File: config.mk
export PLATFORM = sky130hd
export DESIGN_NAME = c5_mem_ctrl_flat
export DESIGN_NICKNAME = d
export VERILOG_FILES = /design/src/rtl/c5_mem_ctrl_pkg.sv /design/src/rtl/c5_mem_ctrl_if.sv /design/src/rtl/c5_mem_align.sv /design/src/rtl/c5_mem_ctrl.sv /design/src/flat_wrapper.sv
export SDC_FILE = /design/constraint.sdc
export NUM_CORES = 1
export LEC_CHECK = 0
export BUFFER_PORTS_ARGS = -buffer_cell sky130_fd_sc_hd__clkbuf_2
export CAP_MARGIN = 20
export CORE_AREA = 2 2 142 144
export CTS_CLUSTER_DIAMETER = 120
export DETAILED_ROUTE_END_ITERATION = 7
export DIE_AREA = 0 0 144 146
export PLACE_DENSITY = 0.48
export RECOVER_POWER = 50
export SLEW_MARGIN = 10
export SYNTH_ARGS = -nofsm -noshare
export SYNTH_HDL_FRONTEND = slang
export SYNTH_SLANG_ARGS = --single-unit
File: constraint.sdc
create_clock -name I_clk -period 5.1 [get_ports I_clk]
set_clock_uncertainty 0.2 [all_clocks]
set_input_delay 1.53 -clock I_clk [delete_from_list [all_inputs] [get_ports I_clk]]
set_output_delay 1.53 -clock I_clk [all_outputs]
set_load 0.02 [all_outputs]
File: src/rtl/c5_mem_ctrl_pkg.sv
// Shared encodings for the c5 data-memory controller: access functions,
// controller states and helpers for classifying an access.
package c5_mem_ctrl_pkg;

    typedef enum logic [3:0] {
        MEM_NONE    = 4'd0,
        MEM_READ32  = 4'd1,
        MEM_READ16  = 4'd2,
        MEM_READ16S = 4'd3,
        MEM_READ8   = 4'd4,
        MEM_READ8S  = 4'd5,
        MEM_WRITE32 = 4'd6,
        MEM_WRITE16 = 4'd7,
        MEM_WRITE8  = 4'd8
    } mem_func_t;

    typedef enum logic [1:0] {
        IDLE   = 2'd0,
        ACCESS = 2'd1,
        DONE   = 2'd2
    } state_t;

    localparam int unsigned CNT_W = 8;

    // Undefined function codes are treated like MEM_NONE.
    function automatic logic is_mem_op(input logic [3:0] f);
        case (f)
            MEM_READ32, MEM_READ16, MEM_READ16S, MEM_READ8, MEM_READ8S,
            MEM_WRITE32, MEM_WRITE16, MEM_WRITE8: return 1'b1;
            default:                              return 1'b0;
        endcase
    endfunction

    function automatic logic is_misaligned(input logic [3:0] f, input logic [1:0] a);
        case (f)
            MEM_READ32, MEM_WRITE32:              return (a != 2'b00);
            MEM_READ16, MEM_READ16S, MEM_WRITE16: return a[0];
            default:                              return 1'b0;
        endcase
    endfunction

    function automatic logic is_write(input mem_func_t f);
        return (f == MEM_WRITE32) || (f == MEM_WRITE16) || (f == MEM_WRITE8);
    endfunction

endpackage

File: src/rtl/c5_mem_ctrl_if.sv
// System-bus side of the data-memory controller: request/acknowledge
// handshake, word address, byte enables and data in both directions.
interface c5_mem_ctrl_if;
    logic        O_bus_req;
    logic [29:0] O_bus_address;
    logic [3:0]  O_bus_byte_we;
    logic [31:0] O_bus_data_w;
    logic [31:0] I_bus_data_r;
    logic        I_bus_ack;

    modport master (
        output O_bus_req, O_bus_address, O_bus_byte_we, O_bus_data_w,
        input  I_bus_data_r, I_bus_ack
    );

    modport slave (
        input  O_bus_req, O_bus_address, O_bus_byte_we, O_bus_data_w,
        output I_bus_data_r, I_bus_ack
    );
endinterface

File: src/rtl/c5_mem_align.sv
// Big-endian byte-lane steering: store data/enables toward the bus and
// sign/zero extension of load data coming back (byte 0 = bits 31:24).
module c5_mem_align
    import c5_mem_ctrl_pkg::*;
(
    input  mem_func_t   func,
    input  logic [1:0]  addr_lo,
    input  logic [31:0] data_write,
    input  logic [31:0] bus_data_r,
    output logic [31:0] lane_data_w,
    output logic [3:0]  byte_we,
    output logic [31:0] data_read
);

    logic [7:0]  rd_byte;
    logic [15:0] rd_half;

    always_comb begin
        lane_data_w = data_write;
        byte_we     = '0;
        case (func)
            MEM_WRITE32: byte_we = 4'b1111;
            MEM_WRITE16: begin
                lane_data_w = {2{data_write[15:0]}};
                byte_we     = addr_lo[1] ? 4'b0011 : 4'b1100;
            end
            MEM_WRITE8: begin
                lane_data_w = {4{data_write[7:0]}};
                byte_we     = 4'b1000 >> addr_lo;
            end
            default: ;
        endcase
    end

    always_comb begin
        case (addr_lo)
            2'd0:    rd_byte = bus_data_r[31:24];
            2'd1:    rd_byte = bus_data_r[23:16];
            2'd2:    rd_byte = bus_data_r[15:8];
            default: rd_byte = bus_data_r[7:0];
        endcase
        rd_half = addr_lo[1] ? bus_data_r[15:0] : bus_data_r[31:16];

        data_read = bus_data_r;
        case (func)
            MEM_READ16:  data_read = {16'h0000, rd_half};
            MEM_READ16S: data_read = {{16{rd_half[15]}}, rd_half};
            MEM_READ8:   data_read = {24'h000000, rd_byte};
            MEM_READ8S:  data_read = {{24{rd_byte[7]}}, rd_byte};
            default: ;
        endcase
    end

endmodule

File: src/rtl/c5_mem_ctrl.sv
// CPU data-memory controller: issues one bus request/ack transaction per
// load/store, stalls the pipeline meanwhile, and flags misalignment/timeouts.
module c5_mem_ctrl
    import c5_mem_ctrl_pkg::*;
#(
    parameter int unsigned WIDTH   = 32,
    parameter int unsigned TIMEOUT = 255
) (
    input  logic             I_clk,
    input  logic             I_reset,
    input  logic [3:0]       I_mem_source,
    input  logic [WIDTH-1:0] I_address,
    input  logic [WIDTH-1:0] I_data_write,
    output logic [WIDTH-1:0] O_data_read,
    output logic             O_pause,
    output logic             O_exception,
    output logic             O_bus_error,
    c5_mem_ctrl_if.master    bus
);

    localparam logic [CNT_W-1:0] TIMEOUT_CNT = CNT_W'(TIMEOUT);

    state_t           state_q, state_d;
    mem_func_t        func_q, func_d;
    logic [1:0]       addr_lo_q, addr_lo_d;
    logic             req_q, req_d;
    logic [29:0]      bus_addr_q, bus_addr_d;
    logic [3:0]       we_q, we_d;
    logic [31:0]      data_w_q, data_w_d;
    logic [31:0]      data_read_q, data_read_d;
    logic             exception_q, exception_d;
    logic             bus_error_q, bus_error_d;
    logic [CNT_W-1:0] cnt_q, cnt_d, cnt_inc;
    logic             pause;

    logic             start_ok;
    logic             start_bad;
    mem_func_t        al_func;
    logic [1:0]       al_addr_lo;
    logic [31:0]      al_data_w;
    logic [3:0]       al_we;
    logic [31:0]      al_data_r;

    assign start_ok  = is_mem_op(I_mem_source) && !is_misaligned(I_mem_source, I_address[1:0]);
    assign start_bad = is_mem_op(I_mem_source) &&  is_misaligned(I_mem_source, I_address[1:0]);

    // One aligner serves both directions: store lanes are only consumed in
    // IDLE (from the live request), load extension only in ACCESS (latched).
    assign al_func    = (state_q == IDLE) ? mem_func_t'(I_mem_source) : func_q;
    assign al_addr_lo = (state_q == IDLE) ? I_address[1:0] : addr_lo_q;

    c5_mem_align u_align (
        .func        (al_func),
        .addr_lo     (al_addr_lo),
        .data_write  (I_data_write[31:0]),
        .bus_data_r  (bus.I_bus_data_r),
        .lane_data_w (al_data_w),
        .byte_we     (al_we),
        .data_read   (al_data_r)
    );

    always_comb begin
        state_d     = state_q;
        func_d      = func_q;
        addr_lo_d   = addr_lo_q;
        req_d       = req_q;
        bus_addr_d  = bus_addr_q;
        we_d        = we_q;
        data_w_d    = data_w_q;
        data_read_d = data_read_q;
        exception_d = 1'b0;
        bus_error_d = 1'b0;
        cnt_d       = cnt_q;
        cnt_inc     = cnt_q + 1'b1;
        pause       = 1'b0;

        case (state_q)
            IDLE: begin
                if (start_ok) begin
                    func_d     = mem_func_t'(I_mem_source);
                    addr_lo_d  = I_address[1:0];
                    bus_addr_d = I_address[31:2];
                    we_d       = al_we;
                    data_w_d   = al_data_w;
                    req_d      = 1'b1;
                    cnt_d      = '0;
                    pause      = 1'b1;
                    state_d    = ACCESS;
                end else if (start_bad) begin
                    exception_d = 1'b1;
                end
            end
            ACCESS: begin
                pause = 1'b1;
                if (bus.I_bus_ack) begin
                    req_d = 1'b0;
                    we_d  = '0;
                    if (!is_write(func_q)) begin
                        data_read_d = al_data_r;
                    end
                    state_d = DONE;
                end else begin
                    cnt_d = cnt_inc;
                    if (cnt_inc == TIMEOUT_CNT) begin
                        req_d       = 1'b0;
                        we_d        = '0;
                        bus_error_d = 1'b1;
                        data_read_d = '0;
                        state_d     = DONE;
                    end
                end
            end
            // The request still shows the finished instruction here.
            DONE:    state_d = IDLE;
            default: state_d = IDLE;
        endcase
    end

    always_ff @(posedge I_clk or posedge I_reset) begin
        if (I_reset) begin
            state_q     <= IDLE;
            func_q      <= MEM_NONE;
            addr_lo_q   <= '0;
            req_q       <= 1'b0;
            bus_addr_q  <= '0;
            we_q        <= '0;
            data_w_q    <= '0;
            data_read_q <= '0;
            exception_q <= 1'b0;
            bus_error_q <= 1'b0;
            cnt_q       <= '0;
        end else begin
            state_q     <= state_d;
            func_q      <= func_d;
            addr_lo_q   <= addr_lo_d;
            req_q       <= req_d;
            bus_addr_q  <= bus_addr_d;
            we_q        <= we_d;
            data_w_q    <= data_w_d;
            data_read_q <= data_read_d;
            exception_q <= exception_d;
            bus_error_q <= bus_error_d;
            cnt_q       <= cnt_d;
        end
    end

    // Pause is gated by reset so a request held during reset cannot stall.
    assign O_pause           = pause && !I_reset;
    assign O_exception       = exception_q;
    assign O_bus_error       = bus_error_q;
    assign O_data_read       = data_read_q;
    assign bus.O_bus_req     = req_q;
    assign bus.O_bus_address = bus_addr_q;
    assign bus.O_bus_byte_we = we_q;
    assign bus.O_bus_data_w  = data_w_q;

endmodule

File: src/flat_wrapper.sv
// flat-port wrapper written by rule: the top's interface ports become plain ports
module c5_mem_ctrl_flat import c5_mem_ctrl_pkg::*;
#(
    parameter int unsigned WIDTH   = 32,
    parameter int unsigned TIMEOUT = 255
)
  (I_clk, I_reset, I_mem_source, I_address, I_data_write, O_data_read, O_pause, O_exception, O_bus_error, bus_O_bus_req, bus_O_bus_address, bus_O_bus_byte_we, bus_O_bus_data_w, bus_I_bus_data_r, bus_I_bus_ack);
  c5_mem_ctrl_if bus_i ();
  input  logic I_clk;
  input  logic I_reset;
  input  logic [3:0] I_mem_source;
  input  logic [WIDTH-1:0] I_address;
  input  logic [WIDTH-1:0] I_data_write;
  output logic [WIDTH-1:0] O_data_read;
  output logic O_pause;
  output logic O_exception;
  output logic O_bus_error;
  output wire logic [$bits(bus_i.O_bus_req)-1:0] bus_O_bus_req;
  output wire logic [$bits(bus_i.O_bus_address)-1:0] bus_O_bus_address;
  output wire logic [$bits(bus_i.O_bus_byte_we)-1:0] bus_O_bus_byte_we;
  output wire logic [$bits(bus_i.O_bus_data_w)-1:0] bus_O_bus_data_w;
  input wire logic [$bits(bus_i.I_bus_data_r)-1:0] bus_I_bus_data_r;
  input wire logic [$bits(bus_i.I_bus_ack)-1:0] bus_I_bus_ack;
  assign bus_O_bus_req = bus_i.O_bus_req;
  assign bus_O_bus_address = bus_i.O_bus_address;
  assign bus_O_bus_byte_we = bus_i.O_bus_byte_we;
  assign bus_O_bus_data_w = bus_i.O_bus_data_w;
  assign bus_i.I_bus_data_r = bus_I_bus_data_r;
  assign bus_i.I_bus_ack = bus_I_bus_ack;
  c5_mem_ctrl #(.WIDTH(WIDTH), .TIMEOUT(TIMEOUT)) u_core (.I_clk(I_clk), .I_reset(I_reset), .I_mem_source(I_mem_source), .I_address(I_address), .I_data_write(I_data_write), .O_data_read(O_data_read), .O_pause(O_pause), .O_exception(O_exception), .O_bus_error(O_bus_error), .bus(bus_i));
endmodule
* Word-level counts from Yosys, hierarchy flattened *
Memory sizes are Yosys's and may differ from the RTL's.
Cells that the tools add are included.

operators by class
  add/sub/neg operators = 1
  $mul = 0
  divide/modulo/power cells = 0
  $lt $le $gt $ge = 0
  eq/ne operators = 23
  shifts and indexed selects = 1
  multiplexer cells = 35
  bitwise gates (word level) = 0
  reductions and logical operators = 19

operator list
  operator                                              number
  one-hot mux 32 bit (4 select lines)                   1
  two-way mux 32 bit                                    3
  one-hot mux 32 bit (2 select lines)                   1
  equality test 4 x 3 -> 1 bit (second input constant)  8
  one-hot mux 8 bit (3 select lines)                    1
  two-way mux 4 bit                                     5
  equality test 4 x 2 -> 1 bit (second input constant)  4
  two-way mux 16 bit                                    1
  two-way mux 8 bit                                     2
  one-hot mux 8 bit (2 select lines)                    1
  one-hot mux 4 bit (3 select lines)                    1
  two-way mux 1 bit                                     10
  AND reduction 3 bit                                   3
  adder 8 x 1 -> 8 bit (second input constant)          1
  equality test 4 bit (second input constant)           2
  equality test 8 bit (second input constant)           1
  two-way mux 2 bit                                     4
  one-hot mux 4 bit (2 select lines)                    1
  one-hot mux 1 bit (2 select lines)                    3
  nonzero test 2 bit                                    3
  equality test 2 x 1 -> 1 bit (second input constant)  2
  equality test 4 x 1 -> 1 bit (second input constant)  1
  zero test 2 bit                                       2
  != test 2 bit (second input constant)                 2
  other kinds (11)                                      16

word-level totals
  register bits after elaboration = 117
  latch bits = 0
  memory bits (writable) = 0
  ROM bits = 32
  input bits = 103
  output and inout bits = 102
  word-level logic and storage cells = 92
  memories = 2

memory list
  memory            depth  bits a word  read ports  clocked after memory_dff  wr ports  line                   RTL
  (name not given)  16     1            1           0                         0         c5_mem_ctrl_pkg.sv:27  case (f)
  (name not given)  16     1            1           0                         0         c5_mem_ctrl_pkg.sv:27

* Logic depth before layout (Yosys ltp) *
  depth after elaboration = 8
  mapped depth = 10
  gate-level depth less buffers = 7

* Cells and area by module *
Synthesis repeated with hierarchy kept, for this count alone.

unflattened totals
  cell total of the unflattened synthesis = 596
  area total of the unflattened synthesis = 6575.1 µm²

modules (own cells, without submodules)
  module        times used  cells each  area each (µm²)  sequential area each (µm²)
  c5_mem_ctrl   1           403         5192.5           2927.8
  c5_mem_align  1           193         1382.6           0.0

* Worst setup path after synthesis *
OpenSTA, ideal clock, no wires.

  path type = input-to-output
  start = in I_mem_source[1]
  end = out O_pause
  arrival = 2.788 ns
  data required time = 3.370 ns
  slack = 0.582 ns
  stages = 6
  path through = clkbuf_1 > nand2b_1 > a22oi_1 > o221ai_1 > a21oi_1 > nor3_1

between the ends
  cells in the longest elaborated chain, start to end = 8
  elaborated cells between the ends (all ways) = 14
  classes of those cells = 5 x eq/ne; 3 x mux; 5 x reduce/logical; 1 x memory

ends and longest elaborated chain
  item                                                        line                   RTL
  from (decl)                                                 flat_wrapper.sv:11     input logic [3:0] I_mem_source;
  equality test 4 x 2 -> 1 bit, or another cell as far along  c5_mem_ctrl_pkg.sv:35  case (f)
  OR reduction 3 bit or OR reduction 2 bit (tied branches)    c5_mem_ctrl_pkg.sv:35
  one-hot mux 1 bit (2 select lines)                          c5_mem_ctrl_pkg.sv:35
  zero test 1 bit                                             c5_mem_ctrl.sv:44      assign start_ok = is_mem_op(I_mem_source) && !is_misaligned(I_mem_source, I_address[1:0]);
  logical AND 1 bit (*)                                       c5_mem_ctrl.sv:44
  two-way mux 1 bit (*)                                       c5_mem_ctrl.sv:79      if (start_ok) begin
  one-hot mux 1 bit (2 select lines) (*)                      c5_mem_ctrl.sv:77      case (state_q)
  logical AND 1 bit (*)                                       c5_mem_ctrl.sv:148     assign O_pause = pause && !I_reset;
  to (decl)                                                   flat_wrapper.sv:15     output logic O_pause;

Every way passes the cells marked *; elsewhere a longest branch is shown, timed or not.

* Final worst setup path *
  start = in I_mem_source[3]
  end = out O_pause

The elaborated chain is that of the path after synthesis.

==> results.py <==
metrics = {
    "routing": {
        "drtAntennaViolNets": 0,
        "dr.first_iter.drc_count": 233,
        "firstDrtPassIters": 5,
        "viasPerCell": 4.93,
        "via_count": 5408,
        "drc": 0,
        "drt-total-wl_um": 18800,
        "routedWlPerCell_um": 17.1,
    },
    "run_status": {
        "status": "finished with violations",
        "violations": "max-capacitance violations, max-slew violations",
    },
    "job": {
        "cap_violations": 1,
    },
    "power_and_ir_drop": {
        "ir_worst_vdd_mv": 0.235,
        "p_leak_uw": 0.00371,
        "power.density_mw_per_mm2": 643,
    },
    "worst_setup_path": {
        "cp_num_buf_inv": 2,
        "critPathLaunchType": "input port",
        "crit_path_end_kind": "primary output",
        "cp-startpoint": "I_mem_source[3]",
        "crit_required_ps": 3370,
        "worstPathMaxFanout": 7,
        "path_cells": "clkbuf_1 -> nand2b_1 -> or3_1 -> o221ai_1 -> a21oi_1 -> nor3_1 -> clkbuf_2",
        "crit_family": "simple AND/OR/NAND/NOR gates",
        "r2r-end": "u_core.O_data_read[16]",
        "rrSetupSlack_ps": 1930,
        "cp.arrival_ps": 2870,
        "cpMaxStageDelayCell": "or3_1",
        "reg2reg_depth": 7,
        "critical_path_class": "in -> out",
        "reg2reg_from": "u_core.cnt_q[0]",
        "cp_slowest_stage_delay_ps": 360,
    },
    "sta": {
        "fin_crit_sh": 0.903,
        "worst_pin_slew_ps": 2610,
        "final-setup-viol-count": 0,
        "fin_tns_setup_ps": 0,
        "fmax_mhz": 217,
        "slew_headroom": -0.740,
        "rsz0062_at_grt": "false",
        "min_period_ps": 4600,
        "drv_slew": 66,
        "hold_violations": 0,
    },
    "synth": {
        "ys_seq_area_frac": 0.511,
        "synth_largest_area_cell": "dfrtp_1",
        "synth_cell_type_count": 53,
        "ys_warn_count": 0,
        "syn_nets": 727,
        "netlist_area_mm2": 0.00573,
        "synth_seq_cells": 117,
        "synth_ff_type": "dfrtp_1",
        "synth-edff-count": 0,
        "yosysTopAreaCellShare": 0.511,
        "netlist_instances": 622,
        "async_reset_ff_frac": 1.00,
        "synth_area_per_cell_um2": 9.22,
        "synthTopCellsByArea": "dfrtp_1 51%, nand2_1 13%, o21ai_0 3.3%, mux2_2 3.1%, a221o_1 2.8%",
    },
    "cells_and_area": {
        "diodes": 0,
        "register_area_mm2": 0.00293,
        "multi_input_area_mm2": 0.00261,
        "fillers": 2019,
        "final_common_cell": "nand2_1",
        "final_cell_mix": "194 x nand2_1, 156 x clkbuf_2, 117 x dfrtp_1",
        "area_delta_synth_final_pct": 31.3,
        "layout.cells.non_filler": 1096,
        "drive_gt1_frac": 0.272,
        "nets": 923,
    },
    "clock_tree": {
        "cts_root_buffer": "clkbuf_16",
        "hold_buffers": 0,
        "cts_sinks": 117,
        "ctsResizeCount": 0,
        "cts_buffers": 17,
        "cts_tree": "yes",
        "clockBufferDepth": 2,
        "clkTransAtPathRegs_ps": 60,
        "clock_latency_ps": 410,
        "postCtsSetupRepairBufs": 0,
        "htreeDepth": 4,
    },
    "die": {
        "die-area_mm2": 0.0210,
        "coreArea_mm2": 0.0193,
        "pin_count": 205,
        "rows": 51,
        "start_util": 0.297,
        "fp.dieW_um": 144,
        "fp.dieH_um": 146,
    },
    "min_path": {
        "hold_start": "u_core.O_data_read[7]",
        "whs_endpoint": "u_core.O_data_read[7]",
        "holdPathStages": 2,
        "hold_class": "reg -> reg",
    },
    "place": {
        "gp_congestion": 0.845,
        "port_buffers": 204,
        "dp_hpwl_um": 13900,
        "dpl.cell_count": 1064,
    },
    "grt": {
        "antenna_found_initial": 0,
        "grt_pass1_vias": 5555,
        "grt_first_pass_wirelength_um": 29800,
        "grt_max_degree": 66,
        "track_usage": 0.180,
        "gr-total-overflow": 0,
    },
}
## final cells by class
cell class	instances	area share
Timing Repair Buffer	217	0.141
Clock buffer	17	0.0565
Multi-Input combinational cell	457	0.346
Inverter	8	0.00399
Clock inverter	15	0.0193
Sequential cell	117	0.389
Tap cell	265	0.0440
## per-stage QoR
step / area (µm²) / setup slack [ps] / util / power (µW) / hold slack [ps]
3_3_place_gp: 7030 / 576 / 0.364 / 3710 / 257
3_5_place_dp: 7030 / 546 / 0.364 / 3750 / 260
6_report: 7530 / 497 / 0.389 / 4840 / 268
2_1_floorplan: 5730 / 269 / - / 2970 / 246
5_1_grt: 7530 / 353 / 0.389 / 5180 / 289
4_1_cts: 7600 / 537 / 0.393 / 4940 / 273
## worst max path at each step
stage | endpoint | slack, ps | depth (start not counted)
6_report | O_pause | 500 | 7
5_1_grt | O_pause | 350 | 7
4_1_cts | O_pause | 540 | 7
3_5_place_dp | O_pause | 550 | 7
3_3_place_gp | O_pause | 580 | 7
2_1_floorplan | u_core.O_bus_error | 270 | 1
## Yosys cell counts, drive strengths merged, types with 2 or more instances
library cell	count
or2	3
xnor2	3
nand2b	6
inv	7
and2	5
a32o	2
buf	11
dfrtp	117
and3	3
o221ai	9
a22oi	9
nand3	11
a221o	16
ha	2
or3	6
nand4	2
o21ai	40
a31oi	22
nor2	31
clkbuf	29
a21oi	16
o22a	7
nor3	4
mux2	16
o31ai	10
mux2i	13
nand2	195
a211o	8
o2bb2ai	2
## metal layers
metal,track usage,up-vias,share of wire
met1,0.225,2592,0.43
met5,0,-,0
met2,0.295,208,0.47
met4,0.0569,0,0.014
met3,0.0589,22,0.078
li1,-,2586,-
## worst reg2reg max path, stage by stage (launching register included)
cell and delay (ps):
dfrtp_1 390, ha_1 250, nand3_1 160, or3_1 380
a2111oi_0 900, nor2_2 70, buf_4 290, a221o_1 410
## power by group
| part | total [µW] | leakage, µW | internal, µW | switching, µW |
|---|---|---|---|---|
| Sequential | 1600 | 0.00146 | 1330 | 265 |
| Combinational | 2070 | 0.00198 | 708 | 1370 |
| Clock | 1160 | 0.000271 | 680 | 484 |
## registers in the layout, indices dropped and copies added, names as in the netlist
register                  count
u_core.addr_lo_q              2
u_core.cnt_q                  8
u_core.state_q                2
u_core.O_exception            1
u_core.O_data_read           32
u_core.bus.O_bus_address     30
u_core.bus.O_bus_req          1
u_core.func_q                 4
u_core.O_bus_error            1
u_core.bus.O_bus_byte_we      4
u_core.bus.O_bus_data_w      32
## cell families (layout without fill, tap and decap cells)
kind of cell,Yosys count,after routing,synth area share
buf+inv,48,257,0.0364
simple gates,271,271,0.199
compound gates,150,150,0.185
xor+xnor,4,4,0.00611
fa+ha+maj,2,2,0.00436
flops,117,117,0.511
mux,30,30,0.0580
Note: power is estimated with default switching activity, not from simulation.
